`config.mk`:
```
export PLATFORM = sky130hd
export DESIGN_NAME = mem_arbiter_flat
export DESIGN_NICKNAME = d
export VERILOG_FILES = /design/src/rtl/mem_arbiter_pkg.sv /design/src/rtl/mem_arbiter_if.sv /design/src/rtl/mem_arbiter_watchdog.sv /design/src/rtl/mem_arbiter.sv /design/src/flat_wrapper.sv
export SDC_FILE = /design/constraint.sdc
export NUM_CORES = 1
export LEC_CHECK = 0
export BUFFER_PORTS_ARGS = -buffer_cell sky130_fd_sc_hd__buf_2
export CORE_MARGIN = 5
export CORE_UTILIZATION = 42
export CTS_CLUSTER_SIZE = 10
export DETAILED_ROUTE_END_ITERATION = 10
export GPL_TIMING_DRIVEN = 0
export PLACE_DENSITY_LB_ADDON = 0.25
export SYNTH_ARGS = -nofsm -noshare
export SYNTH_HDL_FRONTEND = slang
export SYNTH_HIERARCHICAL = 1
export SYNTH_SLANG_ARGS = --single-unit
```
`constraint.sdc`:
```
create_clock -name CLK -period 1.85 [get_ports CLK]
set_input_delay 0.2775 -clock CLK [delete_from_list [all_inputs] [get_ports CLK]]
set_output_delay 0.2775 -clock CLK [all_outputs]
set_load 0.03 [all_outputs]
```
`src/rtl/mem_arbiter_pkg.sv`:
```
// mem_arbiter_pkg: shared types and constants for the instruction/data RAM arbiter.
//   arb_state_t   - arbiter FSM states (IDLE, IACC, DACC)
//   arb_latch_t   - access payload captured at grant (address, store data, write flag)
//   ARB_TIMEOUT_W - default watchdog counter width for ARB_TIMEOUT_CYCLES
package mem_arbiter_pkg;

    localparam int unsigned WORD_W             = 32;
    localparam int unsigned ARB_TIMEOUT_CYCLES = 64;

    typedef logic [WORD_W-1:0] word_t;

    typedef enum logic [1:0] {
        IDLE = 2'd0,
        IACC = 2'd1,
        DACC = 2'd2
    } arb_state_t;

    typedef struct packed {
        word_t addr;
        word_t store;
        logic  wen;
    } arb_latch_t;

    // Counter width able to hold the value cycles.
    function automatic int unsigned arb_timeout_w(input int unsigned cycles);
        return $clog2(cycles + 1);
    endfunction

    localparam int unsigned ARB_TIMEOUT_W = arb_timeout_w(ARB_TIMEOUT_CYCLES);

endpackage

```
`src/rtl/mem_arbiter_if.sv`:
```
// mem_arbiter_if: cache-side requests/hits and RAM-side strobes of the arbiter.
//   slave  - arbiter view (takes requests and RAM responses, drives hits and strobes)
//   master - environment view (cache requesters plus RAM model)
interface mem_arbiter_if;
    import mem_arbiter_pkg::*;

    logic  iREN;
    word_t iaddr;
    logic  dREN;
    logic  dWEN;
    word_t daddr;
    word_t dstore;
    logic  ihit;
    word_t iload;
    logic  dhit;
    word_t dload;
    logic  ramREN;
    logic  ramWEN;
    word_t ramaddr;
    word_t ramstore;
    word_t ramload;
    logic  ramready;
    logic  arb_err;

    modport slave (
        input  iREN, iaddr, dREN, dWEN, daddr, dstore, ramload, ramready,
        output ihit, iload, dhit, dload, ramREN, ramWEN, ramaddr, ramstore, arb_err
    );

    modport master (
        output iREN, iaddr, dREN, dWEN, daddr, dstore, ramload, ramready,
        input  ihit, iload, dhit, dload, ramREN, ramWEN, ramaddr, ramstore, arb_err
    );

endinterface

```
`src/rtl/mem_arbiter_watchdog.sv`:
```
// arb_watchdog: access-cycle counter for the arbiter (built only with ARB_TIMEOUT_EN).
//   CLK, RST  - clock, async active-high reset
//   clr       - grant: restart the count
//   run       - an access is in progress
//   expire_c  - this is the TIMEOUT_CYCLES-th access cycle
`ifdef ARB_TIMEOUT_EN
module arb_watchdog
    import mem_arbiter_pkg::*;
#(
    parameter int unsigned TIMEOUT_CYCLES = ARB_TIMEOUT_CYCLES,
    parameter int unsigned CNT_W          = arb_timeout_w(TIMEOUT_CYCLES)
) (
    input  logic CLK,
    input  logic RST,
    input  logic clr,
    input  logic run,
    output logic expire_c
);

    logic [CNT_W-1:0] cnt_q;

    // Count completed access cycles; saturates at the expiry value.
    always_ff @(posedge CLK or posedge RST) begin
        if (RST) begin
            cnt_q <= '0;
        end else if (clr) begin
            cnt_q <= '0;
        end else if (run && !expire_c) begin
            cnt_q <= cnt_q + CNT_W'(1);
        end
    end

    assign expire_c = run && (cnt_q == CNT_W'(TIMEOUT_CYCLES - 1));

endmodule
`endif

```
`src/rtl/mem_arbiter.sv`:
```
// mem_arbiter: shares one single-ported RAM between instruction fetch and data memory.
//   CLK, RST - clock, async active-high reset
//   bus      - mem_arbiter_if.slave: iREN/iaddr, dREN/dWEN/daddr/dstore requests,
//              ihit/iload, dhit/dload completions, ramREN/ramWEN/ramaddr/ramstore
//              strobes, ramload/ramready from the RAM, sticky arb_err
// Optional feature: define ARB_TIMEOUT_EN to abort accesses after TIMEOUT_CYCLES
// RAM cycles and raise arb_err; otherwise arb_err is 0 and accesses wait forever.
module mem_arbiter
    import mem_arbiter_pkg::*;
#(
    parameter int unsigned TIMEOUT_CYCLES = ARB_TIMEOUT_CYCLES
) (
    input  logic         CLK,
    input  logic         RST,
    mem_arbiter_if.slave bus
);

    arb_state_t state_q, state_d;
    logic       last_d_q, last_d_d;
    arb_latch_t lat_q, lat_d;
    logic       d_req_c;
    logic       active_c;
    logic       expire_c;

    if (TIMEOUT_CYCLES == 0) begin : g_bad_timeout
        $error("mem_arbiter: TIMEOUT_CYCLES must be at least 1");
    end

    assign d_req_c  = bus.dREN | bus.dWEN;
    assign active_c = (state_q != IDLE);

    // State and grant latches.
    always_ff @(posedge CLK or posedge RST) begin
        if (RST) begin
            state_q  <= IDLE;
            last_d_q <= 1'b0;
            lat_q    <= '0;
        end else begin
            state_q  <= state_d;
            last_d_q <= last_d_d;
            lat_q    <= lat_d;
        end
    end

    // Grant selection; data wins unless the previous grant was also data and fetch waits.
    always_comb begin
        state_d  = state_q;
        last_d_d = last_d_q;
        lat_d    = lat_q;
        unique case (state_q)
            IDLE: begin
                if (d_req_c && !(bus.iREN && last_d_q)) begin
                    state_d  = DACC;
                    last_d_d = 1'b1;
                    lat_d    = '{addr: bus.daddr, store: bus.dstore, wen: bus.dWEN};
                end else if (bus.iREN) begin
                    state_d  = IACC;
                    last_d_d = 1'b0;
                    lat_d    = '{addr: bus.iaddr, store: '0, wen: 1'b0};
                end
            end
            IACC, DACC: begin
                if (bus.ramready || expire_c) begin
                    state_d = IDLE;
                end
            end
            default: state_d = IDLE;
        endcase
    end

    // A completion counts only if the owner still asks for the same access.
    assign bus.ihit = (state_q == IACC) && bus.ramready && bus.iREN
                      && (bus.iaddr == lat_q.addr);
    assign bus.dhit = (state_q == DACC) && bus.ramready && d_req_c
                      && (bus.daddr == lat_q.addr) && (bus.dWEN == lat_q.wen);

    assign bus.iload    = bus.ihit ? bus.ramload : '0;
    assign bus.dload    = (bus.dhit && !lat_q.wen) ? bus.ramload : '0;
    assign bus.ramREN   = active_c && !lat_q.wen;
    assign bus.ramWEN   = active_c && lat_q.wen;
    assign bus.ramaddr  = active_c ? lat_q.addr  : '0;
    assign bus.ramstore = active_c ? lat_q.store : '0;

`ifdef ARB_TIMEOUT_EN
    logic err_q;
    logic grant_c;

    assign grant_c = (state_q == IDLE) && (state_d != IDLE);

    arb_watchdog #(
        .TIMEOUT_CYCLES(TIMEOUT_CYCLES)
    ) u_arb_watchdog (
        .CLK      (CLK),
        .RST      (RST),
        .clr      (grant_c),
        .run      (active_c),
        .expire_c (expire_c)
    );

    // Sticky: a real completion in the expiry cycle is not a timeout.
    always_ff @(posedge CLK or posedge RST) begin
        if (RST) begin
            err_q <= 1'b0;
        end else if (expire_c && !bus.ramready) begin
            err_q <= 1'b1;
        end
    end

    assign bus.arb_err = err_q;
`else
    assign expire_c    = 1'b0;
    assign bus.arb_err = 1'b0;
`endif

endmodule

```
`src/flat_wrapper.sv`:
```
// flat-port wrapper written by rule: the top's interface ports become plain ports
module mem_arbiter_flat import mem_arbiter_pkg::*;
#(
    parameter int unsigned TIMEOUT_CYCLES = ARB_TIMEOUT_CYCLES
)
  (CLK, RST, bus_iREN, bus_iaddr, bus_dREN, bus_dWEN, bus_daddr, bus_dstore, bus_ramload, bus_ramready, bus_ihit, bus_iload, bus_dhit, bus_dload, bus_ramREN, bus_ramWEN, bus_ramaddr, bus_ramstore, bus_arb_err);
  mem_arbiter_if bus_i ();
  input  logic CLK;
  input  logic RST;
  input wire logic [$bits(bus_i.iREN)-1:0] bus_iREN;
  input wire logic [$bits(bus_i.iaddr)-1:0] bus_iaddr;
  input wire logic [$bits(bus_i.dREN)-1:0] bus_dREN;
  input wire logic [$bits(bus_i.dWEN)-1:0] bus_dWEN;
  input wire logic [$bits(bus_i.daddr)-1:0] bus_daddr;
  input wire logic [$bits(bus_i.dstore)-1:0] bus_dstore;
  input wire logic [$bits(bus_i.ramload)-1:0] bus_ramload;
  input wire logic [$bits(bus_i.ramready)-1:0] bus_ramready;
  output wire logic [$bits(bus_i.ihit)-1:0] bus_ihit;
  output wire logic [$bits(bus_i.iload)-1:0] bus_iload;
  output wire logic [$bits(bus_i.dhit)-1:0] bus_dhit;
  output wire logic [$bits(bus_i.dload)-1:0] bus_dload;
  output wire logic [$bits(bus_i.ramREN)-1:0] bus_ramREN;
  output wire logic [$bits(bus_i.ramWEN)-1:0] bus_ramWEN;
  output wire logic [$bits(bus_i.ramaddr)-1:0] bus_ramaddr;
  output wire logic [$bits(bus_i.ramstore)-1:0] bus_ramstore;
  output wire logic [$bits(bus_i.arb_err)-1:0] bus_arb_err;
  assign bus_i.iREN = bus_iREN;
  assign bus_i.iaddr = bus_iaddr;
  assign bus_i.dREN = bus_dREN;
  assign bus_i.dWEN = bus_dWEN;
  assign bus_i.daddr = bus_daddr;
  assign bus_i.dstore = bus_dstore;
  assign bus_i.ramload = bus_ramload;
  assign bus_i.ramready = bus_ramready;
  assign bus_ihit = bus_i.ihit;
  assign bus_iload = bus_i.iload;
  assign bus_dhit = bus_i.dhit;
  assign bus_dload = bus_i.dload;
  assign bus_ramREN = bus_i.ramREN;
  assign bus_ramWEN = bus_i.ramWEN;
  assign bus_ramaddr = bus_i.ramaddr;
  assign bus_ramstore = bus_i.ramstore;
  assign bus_arb_err = bus_i.arb_err;
  mem_arbiter #(.TIMEOUT_CYCLES(TIMEOUT_CYCLES)) u_core (.CLK(CLK), .RST(RST), .bus(bus_i));
endmodule
```
# == Word level (Yosys, flattened, before mapping) ==
# Cells that the tools add are included.
# word_totals
ff_bits,68
input_bits,134
out_inout_bits,133
word_cells,45
# classes
eq_ne,7
mux,12
bitwise_logic,1
reduce_logical,20
# op_table
operator,n
65-bit 2-to-1 mux,2
32-bit 2-to-1 mux,4
32-bit equality test,2
1-bit logical AND,12
2-bit 2-to-1 mux,3
2-bit one-hot mux with 2 select lines,1
2-bit AND reduction,2
2-bit nonzero test,2
"3-bit by 2-bit != test with 1-bit output, second input constant",1
"2-bit by 1-bit equality test with 1-bit output, second input constant",1
"2-bit equality test, second input constant",1
1-bit logical NOT,2
2-bit logical NOT,1
1-bit 2-to-1 mux,2
"2-bit != test, second input constant",1
2-bit OR reduction,1
1-bit equality test,1
1-bit bitwise OR,1

# == Logic depth before layout (Yosys ltp) ==
# logic_depth
depth_word,7
ltp_mapped,7
depth_no_buf,6

# == Least setup slack after synthesis ==
# No wires, ideal clock.
# synth_timing
kind,register -> output
start,register u_core/lat_q[40] in the netlist's numbering
end,output bus_dload[0]
arrival_ns,2.173
t_required_ns,1.572
setup_slack_ns,-0.601
path_stages_with_launch,5
n_path_buf,0
path_cell_list,dfrtp_1 xor2_1 nor4_2 nand4b_1 nor4_1
# synth_between
elab_chain_len,5
# synth_rtl
element,line_no,text
from (decl),mem_arbiter.sv:20,"arb_latch_t lat_q, lat_d;"
from (signal assigned),mem_arbiter.sv:41,lat_q <= lat_d;
32-bit equality test,mem_arbiter.sv:75,&& (bus.daddr == lat_q.addr) && (bus.dWEN == lat_q.wen);
1-bit logical AND (2 in a row),mem_arbiter.sv:75,
1-bit logical AND,mem_arbiter.sv:78,assign bus.dload = (bus.dhit && !lat_q.wen) ? bus.ramload : '0;
32-bit 2-to-1 mux,mem_arbiter.sv:78,
to (decl),flat_wrapper.sv:21,output wire logic [$bits(bus_i.dload)-1:0] bus_dload;
# Every way passes these cells.

# == Final worst setup path ==
# layout_timing
start,register u_core/lat_q[49] in the netlist's numbering
end,output bus_dload[12]
# The elaborated chain is that of the path after synthesis.

==> results.ini <==
[die]
core.rowCount=41
start_util_pct=42.4
coreArea_sq_mm=0.0125
die_h_um=122
chipWidth_um=122
die-area_sq_mm=0.0149
ios=267

[final_layout]
multiInputGateArea_sq_mm=0.00442
areaGrowthSynthToFinish_pct=93.5
drive_gt1_share_pct=61.4
finish.utilization_pct=82.0
fill_cells=678
final_nets=1028
num_antenna_cells=0
seqCellArea_sq_mm=0.00171
finalInstanceArea_sq_mm=0.0102

[routing]
route.met2.wl_um=12200
top_layer_used=met5
wl_per_cell_um=21.8
num_vias=6011
post_drt_via_cell_ratio=5.63
drc=0
drt_iter0_drc=427
m1WireLength_um=8380
ant_nets=0
drt_first_pass_iters=5
wirelength_um=23200
met3_length_um=1780

[setup_path]
rrSetupSlack_ns=0.11
path_class=reg2out
cp-end-kind=output port
critPathLaunchType=register
critPathRequiredTime_ns=1.57
critPathMaxFanout=10
arrival_ns=2.32

[power]
leakage_nw=5.36
p_clk_share_pct=12.2
switchingPower_mw=7.05
p_int_mw=8.46
power_mw=15.5
p_per_area_mw_per_mm2=1520
p_seq_share_pct=20.0
power.switching_fraction_pct=45.4
p_comb_share_pct=67.9
ir_drop_mv=1.37

[hold_path]
hp-class=in2async

[cts]
htree_levels=3
clockBufferDepth=2
cts_root_buffer=clkbuf_16
cts_hold_buffers=0
path_clk_slew_ns=0.05
clock_sinks=68
numCtsBuffers=9
cts_tree=built
worstSkewPairLatency_ns=0.34

[global_routing]
grt_max_degree=41
antenna_found_initial=1
grt_pass1_wl_um=31300
grt_pass1_vias=5944
grt_use_total_pct=26.9
grt-ovfl-total=0

[timing]
worst_clock_skew_ns=0.00645
slew_headroom_pct=39.1
min_period_ns=2.60
finalSetupViolations=132
slew_violations=0
setup_ws_ns=-0.747
grt_setup_unrepaired=true
tightest_slew_ns=0.912
fin_crit_sh_pct=140
fmax_mhz=385
final_hold_viol_count=0

[place]
hpwl_um=15100
port_buffers=265
placed_area_sq_mm=0.00739
gp_congestion=0.876

[flow_run]
drv_cap=0

[yosys]
synth_cell_types=34
syn_area_sq_mm=0.00529
synthesis.nets=697
netlist.area_leader.share_pct=32.2
synth_area_per_cell_sq_um=9.44
synth.largest_area_cell=dfrtp_1
synth_warnings=6
synthTopCellsByArea=dfrtp_1, nor2b_1, xor2_1
seq_area_frac_synth_pct=32.2
ys_seq_elements=68
synth_cells=560

[status]
outcome=complete, but fails checks
violations=setup timing

[cells in the mapped netlist, drive strengths merged]
cell	instances
or3	1
a21o	2
nand4b	32
ha	3
dfrtp	68
a22o	34
xnor2	17
and2	1
a21oi	2
o31ai	1
nor2b	65
xor2	46
nand2b	1
nand4	6
nand3	2
nor3	35
clkbuf	22
nor4	43
inv	6
o22ai	1
mux2i	32
or4	1
nor2	4
buf	34
o21ai	32
a2111oi	1
nand2	67
conb	1
[placed cells by master, fill, tap and decap left out, drive strengths merged, types with 34 or more instances in the layout]
master	instances
a22o	34
buf	345
clkbuf	41
dfrtp	68
nand2	67
nor2b	65
nor3	35
nor4	43
xor2	46
[metal layers]
metal	up-vias	global-route usage, %
met4	2	10.8
met2	313	47.9
met5	-	0
met3	76	5.34
met1	2964	31.8
li1	2656	-
[area by class of cell]
class,count,area share (%)
Clock buffer,11,2.37
Sequential cell,68,16.8
Timing Repair Buffer,321,27.7
Buffer,54,6.69
Inverter,6,0.257
Tap cell,172,2.10
Clock inverter,5,0.832
Multi-Input combinational cell,431,43.2
[kinds of logic after synthesis]
group,Yosys count,synth area share [%]
flops,68,32.2
mux,32,6.06
other cells,1,0.0709
xor+xnor,63,10.4
buf+inv,62,6.51
simple gates,258,34.5
fa+ha+maj,3,0.710
compound gates,73,9.56
[flip-flops by register name (all words and copies together), names as in the netlist]
| register | flops |
|---|---|
| u_core/state_q | 2 |
| u_core/lat_q | 65 |
| u_core/last_d_q | 1 |
[worst paths after layout]
check | start | to | cells past startpoint
max | u_core/lat_q[49] | bus_dload[12] | 7
min | RST | u_core/lat_q[33] | 2
max reg2reg | u_core/state_q[1] | u_core/lat_q[15] | 8
min reg2reg | u_core/lat_q[19] | u_core/lat_q[19] | 1
max in group asynchronous | RST | u_core/lat_q[0] | 3
min in group CLK | bus_dstore[1] | u_core/lat_q[2] | 2
[worst max-delay path, stage by stage, from the launching register on]
cell      delay [ns]
dfrtp_2         0.46
xor2_4          0.22
nor4_4          0.28
buf_6           0.17
buf_4           0.18
nand4b_1        0.22
nor4_4          0.25
buf_4           0.20
[metrics by stage]
step           cells  setup TNS [ns]  hold WS (ns)  setup slack, ns
2_1_floorplan    560          -13.98         0.410           -0.242
3_3_place_gp     997          -62.09         0.480           -0.824
3_5_place_dp     998          -68.22         0.483           -0.861
4_1_cts         1037          -45.64         0.144           -0.728
5_1_grt         1068          -60.47         0.149           -0.824
6_report        1068          -52.86         0.128           -0.747
[power by group through the flow]
stage / combinational [mW] / sequential, mW / clock [mW]
after CTS: 8.42 / 2.97 / 1.90
after detailed placement: 6.53 / 2.97 / 0
final: 10.5 / 3.10 / 1.89
after floorplan: 4.76 / 2.78 / 0
after global placement: 6.42 / 2.93 / 0
after global routing: 11.1 / 3.18 / 1.99
[timing repair]
action                                 CTS  global route
buffers inserted                        18            24
gates resized for setup                296           225
pin swaps                               16            40
cloned                                   6            10
endpoints found under the hold margin    0             0
setup endpoints to repair              191           168
Power figures use the tool's default switching activity.
